==> config.mk <==
export PLATFORM = sky130hd
export DESIGN_NAME = vfp_axis_packer_flat
export DESIGN_NICKNAME = d
export VERILOG_FILES = /design/src/rtl/generic_pack.sv /design/src/rtl/vfp_axis_packer_if.sv /design/src/rtl/vfp_sync_fifo.sv /design/src/rtl/vfp_axis_packer.sv /design/src/flat_wrapper.sv
export SDC_FILE = /design/constraint.sdc
export NUM_CORES = 1
export LEC_CHECK = 0
export ABC_AREA = 1
export CAP_MARGIN = 20
export CORE_ASPECT_RATIO = 1.2
export CORE_UTILIZATION = 60
export DETAILED_ROUTE_END_ITERATION = 8
export PLACE_DENSITY = 0.86
export SLEW_MARGIN = 20
export SYNTH_ARGS = -nofsm -noshare
export SYNTH_HDL_FRONTEND = slang
export SYNTH_SLANG_ARGS = --single-unit
export TNS_END_PERCENT = 100
==> constraint.sdc <==
create_clock -name clk -period 3.3 [get_ports clk]
set_input_delay 0.495 -clock clk [delete_from_list [all_inputs] [get_ports clk]]
set_output_delay 0.495 -clock clk [all_outputs]
set_load 0.02 [all_outputs]
==> src/rtl/generic_pack.sv <==
// Shared types and defaults for the video-to-AXI4-Stream packer.
// Latency: n/a (types and constants only).
// Backpressure: n/a.
//
// Contents: default frame geometry and FIFO depth, the 26-bit FIFO entry
// (start-of-frame flag, end-of-line flag, 24-bit colour) and the FSM states.
package generic_pack;

    localparam int DEF_IMG_WIDTH  = 400;
    localparam int DEF_IMG_HEIGHT = 300;
    localparam int DEF_FIFO_DEPTH = 16;

    // One queued pixel; field order puts colour in the low 24 bits so the
    // colour slice maps straight onto tdata = {red, green, blue}.
    typedef struct packed {
        logic       sof;
        logic       eol;
        logic [7:0] red;
        logic [7:0] green;
        logic [7:0] blue;
    } pix_entry_t;

    localparam int PIX_ENTRY_W = $bits(pix_entry_t);

    // SYNC: discard input until a start-of-frame pixel shows up.
    // RUN:  queue every valid, in-range pixel.
    typedef enum logic {
        ST_SYNC = 1'b0,
        ST_RUN  = 1'b1
    } pack_state_t;

    // Frame geometry limits are compared against 16-bit coordinates.
    function automatic logic [15:0] coord_lim(input int v);
        return 16'(v);
    endfunction

endpackage

==> src/rtl/vfp_axis_packer_if.sv <==
// AXI4-Stream video bus: 24-bit RGB beat with start-of-frame and end-of-line.
// Latency: n/a (wires only).
// Backpressure: beat transfers only when tvalid and tready are both high.
//
// Signals: tvalid/tdata/tuser/tlast driven by the master, tready by the slave.
interface vfp_axis_packer_if;

    logic        tvalid;
    logic        tready;
    logic [23:0] tdata;
    logic        tuser;
    logic        tlast;

    modport master (
        output tvalid,
        output tdata,
        output tuser,
        output tlast,
        input  tready
    );

    modport slave (
        input  tvalid,
        input  tdata,
        input  tuser,
        input  tlast,
        output tready
    );

endinterface

==> src/rtl/vfp_sync_fifo.sv <==
// Single-clock FIFO with a registered (first-word-fall-through) output stage.
// Latency: entry written at edge N is presented on rd_dat_o after edge N+1.
// Backpressure: full_o blocks writes unless a read completes in the same cycle.
//
// Ports: clk/rst (async, active-high); wr_vld_i/wr_dat_i write side;
// full_o; empty_o (nothing presented on the read side); rd_dat_o/rd_rdy_i
// read side. Capacity is DEPTH entries counting the output register.
module vfp_sync_fifo
    import generic_pack::*;
#(
    parameter int WIDTH = PIX_ENTRY_W,
    parameter int DEPTH = DEF_FIFO_DEPTH
) (
    input  logic             clk,
    input  logic             rst,
    input  logic             wr_vld_i,
    input  logic [WIDTH-1:0] wr_dat_i,
    output logic             full_o,
    output logic             empty_o,
    output logic [WIDTH-1:0] rd_dat_o,
    input  logic             rd_rdy_i
);

    localparam int PW = (DEPTH > 1) ? $clog2(DEPTH) : 1;
    localparam int CW = PW + 1;
    localparam logic [CW-1:0] DEPTH_C = CW'(DEPTH);

    logic [WIDTH-1:0] mem_q [DEPTH];
    logic [PW-1:0]    wr_ptr_q;
    logic [PW-1:0]    rd_ptr_q;
    logic [CW-1:0]    mem_cnt_q;     // entries still in the RAM
    logic             out_vld_q;     // output register holds an entry
    logic [WIDTH-1:0] out_dat_q;

    logic rd_fire;
    logic wr_fire;
    logic load;

    // Occupancy counts the output register so "full" means DEPTH pixels
    // are waiting in total, not DEPTH in RAM plus one more on the bus.
    assign full_o   = (mem_cnt_q + CW'(out_vld_q)) == DEPTH_C;
    assign empty_o  = ~out_vld_q;
    assign rd_dat_o = out_dat_q;

    always_comb begin
        rd_fire = out_vld_q & rd_rdy_i;
        // A read in the same cycle frees a slot, so a full FIFO still
        // accepts the write and occupancy stays put.
        wr_fire = wr_vld_i & (~full_o | rd_fire);
        // Refill the output register only from entries already in RAM; a
        // same-cycle write is never bypassed straight to the output.
        load    = (mem_cnt_q != '0) & (~out_vld_q | rd_fire);
    end

    // RAM itself needs no reset: pointers and counters define validity.
    // When mem_cnt_q == DEPTH the FIFO is full with the output register
    // empty, so no write happens and the read/write slots never collide.
    always_ff @(posedge clk) begin
        if (wr_fire) begin
            mem_q[wr_ptr_q] <= wr_dat_i;
        end
    end

    always_ff @(posedge clk or posedge rst) begin
        if (rst) begin
            wr_ptr_q  <= '0;
            rd_ptr_q  <= '0;
            mem_cnt_q <= '0;
            out_vld_q <= 1'b0;
            out_dat_q <= '0;
        end else begin
            if (wr_fire) begin
                wr_ptr_q <= wr_ptr_q + PW'(1);
            end
            if (load) begin
                rd_ptr_q  <= rd_ptr_q + PW'(1);
                out_dat_q <= mem_q[rd_ptr_q];
                out_vld_q <= 1'b1;
            end else if (rd_fire) begin
                out_vld_q <= 1'b0;
            end
            case ({wr_fire, load})
                2'b10:   mem_cnt_q <= mem_cnt_q + CW'(1);
                2'b01:   mem_cnt_q <= mem_cnt_q - CW'(1);
                default: mem_cnt_q <= mem_cnt_q;
            endcase
        end
    end

endmodule

==> src/rtl/vfp_axis_packer.sv <==
// Packs a free-running pixel strobe into an AXI4-Stream video bus with SOF/EOL.
// Latency: pixel written at edge N presents tvalid after edge N+1 (no bypass).
// Backpressure: none upstream; a full FIFO drops the pixel, pulses o_overflow, resyncs.
//
// Ports: clk, reset (async, active-high); i_valid, i_red/i_green/i_blue,
// i_x_coord/i_y_coord pixel input; m_axis (master) AXI4-Stream output with
// tuser = start of frame, tlast = end of line; o_overflow, o_coord_err and
// o_frame_done are one-cycle registered pulses.
module vfp_axis_packer
    import generic_pack::*;
#(
    parameter int IMG_WIDTH  = DEF_IMG_WIDTH,
    parameter int IMG_HEIGHT = DEF_IMG_HEIGHT,
    parameter int FIFO_DEPTH = DEF_FIFO_DEPTH
) (
    input  logic                     clk,
    input  logic                     reset,
    input  logic                     i_valid,
    input  logic [7:0]               i_red,
    input  logic [7:0]               i_green,
    input  logic [7:0]               i_blue,
    input  logic [15:0]              i_x_coord,
    input  logic [15:0]              i_y_coord,
    vfp_axis_packer_if.master        m_axis,
    output logic                     o_overflow,
    output logic                     o_coord_err,
    output logic                     o_frame_done
);

    localparam logic [15:0] X_LIM  = coord_lim(IMG_WIDTH);
    localparam logic [15:0] Y_LIM  = coord_lim(IMG_HEIGHT);
    localparam logic [15:0] X_LAST = coord_lim(IMG_WIDTH - 1);
    localparam logic [15:0] Y_LAST = coord_lim(IMG_HEIGHT - 1);

    pack_state_t state_q, state_d;
    logic        ovf_q, ovf_d;
    logic        cerr_q, cerr_d;
    logic        done_q, done_d;
    logic [15:0] line_q, line_d;
    logic [15:0] cur_line;

    logic        pix_in_range;
    logic        pix_sof;
    logic        pix_eol;
    logic        wr_try;
    logic        wr_vld;
    logic        rd_fire;
    logic        fifo_full;
    logic        fifo_empty;

    pix_entry_t             wr_ent;
    pix_entry_t             rd_ent;
    logic [PIX_ENTRY_W-1:0] rd_raw;

    // ------------------------------------------------------------------
    // Input classification
    // ------------------------------------------------------------------
    assign pix_in_range = (i_x_coord < X_LIM) && (i_y_coord < Y_LIM);
    assign pix_sof      = (i_x_coord == 16'd0) && (i_y_coord == 16'd0);
    assign pix_eol      = (i_x_coord == X_LAST);

    assign wr_ent = '{sof:   pix_sof,
                      eol:   pix_eol,
                      red:   i_red,
                      green: i_green,
                      blue:  i_blue};

    // ------------------------------------------------------------------
    // Queue
    // ------------------------------------------------------------------
    vfp_sync_fifo #(
        .WIDTH (PIX_ENTRY_W),
        .DEPTH (FIFO_DEPTH)
    ) u_fifo (
        .clk      (clk),
        .rst      (reset),
        .wr_vld_i (wr_vld),
        .wr_dat_i (wr_ent),
        .full_o   (fifo_full),
        .empty_o  (fifo_empty),
        .rd_dat_o (rd_raw),
        .rd_rdy_i (m_axis.tready)
    );

    assign rd_ent = rd_raw;

    // Output register is cleared by reset, so tdata/tuser/tlast read zero
    // while the FIFO is held in reset.
    assign m_axis.tvalid = ~fifo_empty;
    assign m_axis.tdata  = {rd_ent.red, rd_ent.green, rd_ent.blue};
    assign m_axis.tuser  = rd_ent.sof;
    assign m_axis.tlast  = rd_ent.eol;

    assign rd_fire = m_axis.tvalid & m_axis.tready;

    // ------------------------------------------------------------------
    // Sync FSM: state register
    // ------------------------------------------------------------------
    always_ff @(posedge clk or posedge reset) begin
        if (reset) begin
            state_q <= ST_SYNC;
            ovf_q   <= 1'b0;
            cerr_q  <= 1'b0;
            done_q  <= 1'b0;
            line_q  <= '0;
        end else begin
            state_q <= state_d;
            ovf_q   <= ovf_d;
            cerr_q  <= cerr_d;
            done_q  <= done_d;
            line_q  <= line_d;
        end
    end

    // ------------------------------------------------------------------
    // Sync FSM: next state and write control
    // ------------------------------------------------------------------
    always_comb begin
        state_d = state_q;
        wr_try  = 1'b0;
        wr_vld  = 1'b0;
        ovf_d   = 1'b0;
        cerr_d  = 1'b0;

        if (i_valid) begin
            if (!pix_in_range) begin
                // Out-of-range pixels never reach the FSM.
                cerr_d = 1'b1;
            end else begin
                case (state_q)
                    ST_SYNC: wr_try = pix_sof;
                    ST_RUN:  wr_try = 1'b1;
                    default: wr_try = 1'b0;
                endcase
            end
        end

        if (wr_try) begin
            if (fifo_full && !rd_fire) begin
                // The frame is now torn: drop it and wait for the next SOF.
                // Entries already queued still drain.
                ovf_d   = 1'b1;
                state_d = ST_SYNC;
            end else begin
                wr_vld  = 1'b1;
                state_d = ST_RUN;
            end
        end
    end

    // ------------------------------------------------------------------
    // Frame-done tracking on the output side
    // ------------------------------------------------------------------
    // FIFO entries carry no y coordinate, so the output side counts lines
    // itself: a SOF beat restarts at line 0, each EOL beat advances it.
    always_comb begin
        line_d   = line_q;
        done_d   = 1'b0;
        cur_line = rd_ent.sof ? 16'd0 : line_q;

        if (rd_fire) begin
            if (rd_ent.eol) begin
                line_d = cur_line + 16'd1;
                done_d = (cur_line == Y_LAST);
            end else begin
                line_d = cur_line;
            end
        end
    end

    assign o_overflow   = ovf_q;
    assign o_coord_err  = cerr_q;
    assign o_frame_done = done_q;

endmodule

==> src/flat_wrapper.sv <==
// flat-port wrapper written by rule: the top's interface ports become plain ports
module vfp_axis_packer_flat import generic_pack::*;
#(
    parameter int IMG_WIDTH  = DEF_IMG_WIDTH,
    parameter int IMG_HEIGHT = DEF_IMG_HEIGHT,
    parameter int FIFO_DEPTH = DEF_FIFO_DEPTH
)
  (clk, reset, i_valid, i_red, i_green, i_blue, i_x_coord, i_y_coord, o_overflow, o_coord_err, o_frame_done, m_axis_tvalid, m_axis_tdata, m_axis_tuser, m_axis_tlast, m_axis_tready);
  vfp_axis_packer_if m_axis_i ();
  input  logic clk;
  input  logic reset;
  input  logic i_valid;
  input  logic [7:0] i_red;
  input  logic [7:0] i_green;
  input  logic [7:0] i_blue;
  input  logic [15:0] i_x_coord;
  input  logic [15:0] i_y_coord;
  output logic o_overflow;
  output logic o_coord_err;
  output logic o_frame_done;
  output wire logic [$bits(m_axis_i.tvalid)-1:0] m_axis_tvalid;
  output wire logic [$bits(m_axis_i.tdata)-1:0] m_axis_tdata;
  output wire logic [$bits(m_axis_i.tuser)-1:0] m_axis_tuser;
  output wire logic [$bits(m_axis_i.tlast)-1:0] m_axis_tlast;
  input wire logic [$bits(m_axis_i.tready)-1:0] m_axis_tready;
  assign m_axis_tvalid = m_axis_i.tvalid;
  assign m_axis_tdata = m_axis_i.tdata;
  assign m_axis_tuser = m_axis_i.tuser;
  assign m_axis_tlast = m_axis_i.tlast;
  assign m_axis_i.tready = m_axis_tready;
  vfp_axis_packer #(.IMG_WIDTH(IMG_WIDTH), .IMG_HEIGHT(IMG_HEIGHT), .FIFO_DEPTH(FIFO_DEPTH)) u_core (.clk(clk), .reset(reset), .i_valid(i_valid), .i_red(i_red), .i_green(i_green), .i_blue(i_blue), .i_x_coord(i_x_coord), .i_y_coord(i_y_coord), .m_axis(m_axis_i), .o_overflow(o_overflow), .o_coord_err(o_coord_err), .o_frame_done(o_frame_done));
endmodule
==> results by group, run 1 <==
Outcome
  • Run status: finished, violations left
  • Violated checks: DRC

Place
  • Setup WS pre-CTS: 275 ps
  • Gpl congestion: 0.845
  • Port Buffer Count: 89
  • Post-DP HPWL: 27000 µm
  • Dpl cells: 2167

STA
  • Setup TNS: 0 ps
  • Final Setup Violations: 0
  • Setup clock skew after layout: 21.5 ps
  • RSZ-0062 raised after global routing: false
  • Crit share post-route: 89.6%
  • Hold slack final: 389 ps
  • Crit path time final: 2960 ps
  • F_max: 338 MHz
  • Slew headroom: 35.6%
  • Max Transition Viols Final: 0
  • Setup ws final: 343 ps
  • Endpoints failing hold: 0
  • Slew @ Worst Pin: 966 ps

Worst setup path
  • Crit Reg-Reg Endpoint: u_core.u_fifo.mem_cnt_q[4]$_DFFE_PP0P_
  • R2R depth: 15
  • Crit path buffers/inverters: 3
  • R2R Setup Slk: 340 ps
  • CP endpoint kind: flip-flop
  • Slowest cell on crit path: dfrtp_1
  • Top Family by Delay on Critical Path: adder cells
  • Max Fanout on Critical Path: 5
  • CP required: 3720 ps
  • Critical path cell sequence: ha_1 > ha_1 > inv_1 > nand2_1 > nor2_1 > nand3_2 > nand3_2 > ha_1 > inv_1 > fa_1 > inv_1 > a21oi_1 > o211ai_1 > nand3_1 > xor2_1
  • WS Path Type: reg2reg
  • Reg-to-reg startpoint: u_core.u_fifo.out_vld_q$_DFFE_PP0P_
  • Arr. time, crit path: 3380 ps
  • WP depth: 15
  • Startpoint types: flip-flop
  • Slowest Stage Delay on Critical Path: 460 ps

Clock tree
  • TritonCTS Sinks: 476
  • Root Buffer: clkbuf_16
  • Clock transition at the registers of the reported paths: 60 ps
  • H-tree level count: 2
  • Worst-skew pair later-pin latency: 550 ps
  • Gates resized, CTS repair: 0
  • CTS Buf Count: 46
  • TritonCTS clock tree: built
  • Clk buf depth: 3
  • Setup Buffers After CTS: 0
  • CTS Hold Bufs: 0

Yosys
  • Sequential share of the synthesized area: 70.8%
  • Synth Instances: 1714
  • Syn avg cell area: 11.5 µm²
  • Ys Warns: 0
  • Main synth FF type: edfxtp_1
  • Mapped cell area: 0.0198 mm²
  • Asr flop ratio synth: 12.6%
  • Number of synthesized flops with an enable pin: 416
  • Syn Nets: 1787
  • Synth Register Bits: 476
  • Top cell type's share of synthesized area: 63.2%
  • Netlist cell types: 38
  • Leading area contributor after synthesis: edfxtp_1
  • Largest cells by area after synthesis: edfxtp_1 (63%), nand2_1 (9.8%), dfrtp_1 (7.6%)

Finish
  • Share of layout cells above drive strength 1: 8.52%
  • Fin nets: 1881
  • Most frequent cells in the layout: nand2_1 (517), edfxtp_1 (416), nand3_1 (198), a21oi_1 (119), nor2_1 (90)
  • Area Overhead vs Synth: 15.5%
  • Post-Layout Cell Count: 2250
  • Antenna Cells: 0
  • Commonest non-fill, non-tap cell in the layout: nand2_1

Route
  • Vias per Instance: 6.25
  • Initial DRC Count: 1973
  • WL final: 50000 µm
  • Vias: 14100
  • Final ANT Viol Nets: 0
  • DRC viols: 1
  • DRT Pass-1 Iters: 9
  • WL per Instance: 22.2 µm

Power
  • Max VDD drop: 759 µV
  • Tot Pwr: 18.0 mW
  • Power Density: 788 mW/mm²
  • Leakage: 8.31 nW

Floorplan
  • Initial core utilization: 61.1%
  • Die area: 0.0337 mm²
  • Io pins: 90
  • Row count: 72
  • Die height: 201 µm
  • Core Box Area: 0.0323 mm²
  • Die width: 168 µm

GRT
  • First-pass GRT wire length: 77000 µm
  • Total global-route track usage: 30.0%
  • Initial antenna violation count: 0
  • Grt ovf: 0
  • Maximum number of pins on one net before global-route repair: 210
  • Vias in the first global route: 14200

Worst hold path
  • Hold Path Class: in2async

Run
  • Max-cap violation count: 0
[routing by layer]
metal	GRT usage [%]	vias to the layer above	share of wire [%]
met2	49.4	991	49
met1	37.8	6696	35
li1	-	6162	-
met5	0	-	0
met3	5.34	207	10
met4	16.9	0	5.1
[power by group]
part | switching (mW) | internal (mW) | total (mW)
clock | 2.16 | 2.99 | 5.15
combinational | 3.84 | 1.79 | 5.64
sequential | 0.408 | 6.80 | 7.20
[registers in the layout (all words and copies together) (netlist names)]
signal                   count
u_core.line_q               16
u_core.o_coord_err           1
u_core.o_frame_done          1
u_core.o_overflow            1
u_core.state_q               1
u_core.u_fifo.mem_cnt_q      5
u_core.u_fifo.mem_q        416
u_core.u_fifo.out_vld_q      1
u_core.u_fifo.rd_dat_o      26
u_core.u_fifo.rd_ptr_q       4
u_core.u_fifo.wr_ptr_q       4
[synthesized netlist by cell type, drive strengths merged (5+ instances only)]
| cell type | instances |
|---|---|
| o21ai | 41 |
| o31ai | 20 |
| clkbuf | 18 |
| buf | 75 |
| nor2 | 111 |
| ha | 12 |
| a21boi | 9 |
| xnor2 | 5 |
| edfxtp | 416 |
| nor3 | 8 |
| xor2 | 13 |
| o22ai | 11 |
| nand2 | 519 |
| dfrtp | 60 |
| nand3 | 203 |
| a21oi | 119 |
| nand4 | 14 |
| inv | 51 |
[per-stage QoR]
stage / area, µm² / util, %
final: 22800 / 70.6
after detailed placement: 21400 / 66.1
after floorplan: 19800 / -
after CTS: 22800 / 70.6
after global routing: 22800 / 70.6
after global placement: 21400 / 66.1
[logic make-up after synthesis]
family                   Yosys count  synth area share (%)
AO/OA/AOI/OAI                    203                  5.67
XOR/XNOR                          18                 0.797
adder cells (fa/ha/maj)           13                 0.861
buffers and inverters            146                  3.58
flip-flops                       476                  70.8
AND/OR/NAND/NOR                  858                  18.3
[final cells by class]
cell class,instances,area (µm²)
tap,407,509
fill,1980,9500
sequential,476,14000
timing repair buffer,139,1450
multi-input combinational,1092,5200
clock buffer,61,1220
clock inverter,22,253
inverter,53,204
[worst max-delay path by stage]
| stage | slack [ps] | start | to |
|---|---|---|---|
| 2_1_floorplan | 190 | u_core.u_fifo.out_vld_q$_DFFE_PP0P_ | u_core.u_fifo.mem_q[11][0]$_DFFE_PP_ |
| 3_3_place_gp | 370 | i_x_coord[10] | u_core.u_fifo.mem_cnt_q[4]$_DFFE_PP0P_ |
| 3_5_place_dp | 270 | i_x_coord[10] | u_core.u_fifo.mem_cnt_q[4]$_DFFE_PP0P_ |
| 4_1_cts | 330 | u_core.u_fifo.out_vld_q$_DFFE_PP0P_ | u_core.u_fifo.mem_cnt_q[4]$_DFFE_PP0P_ |
| 5_1_grt | 160 | u_core.u_fifo.out_vld_q$_DFFE_PP0P_ | u_core.u_fifo.mem_cnt_q[4]$_DFFE_PP0P_ |
| 6_report | 340 | u_core.u_fifo.out_vld_q$_DFFE_PP0P_ | u_core.u_fifo.mem_cnt_q[4]$_DFFE_PP0P_ |
[worst register-to-register path: cells and delay by family (launching register included)]
kind / cells / cell delay [ps]
AOI/OAI and AO/OA: 2 / 270
buffers and inverters: 3 / 270
xor gates and xnor gates: 1 / 150
adders and majority gates: 4 / 1190
DFF: 1 / 460
and+or+nand+nor: 5 / 510
No activity file was read; power rests on OpenSTA's default activity.
==> inputs of run 2 (changes only) <==
- CTS_CLUSTER_SIZE: default -> 40
==> results of run 2 <==
Same layout as run 1: the final DEF is identical, and so are final timing and power.
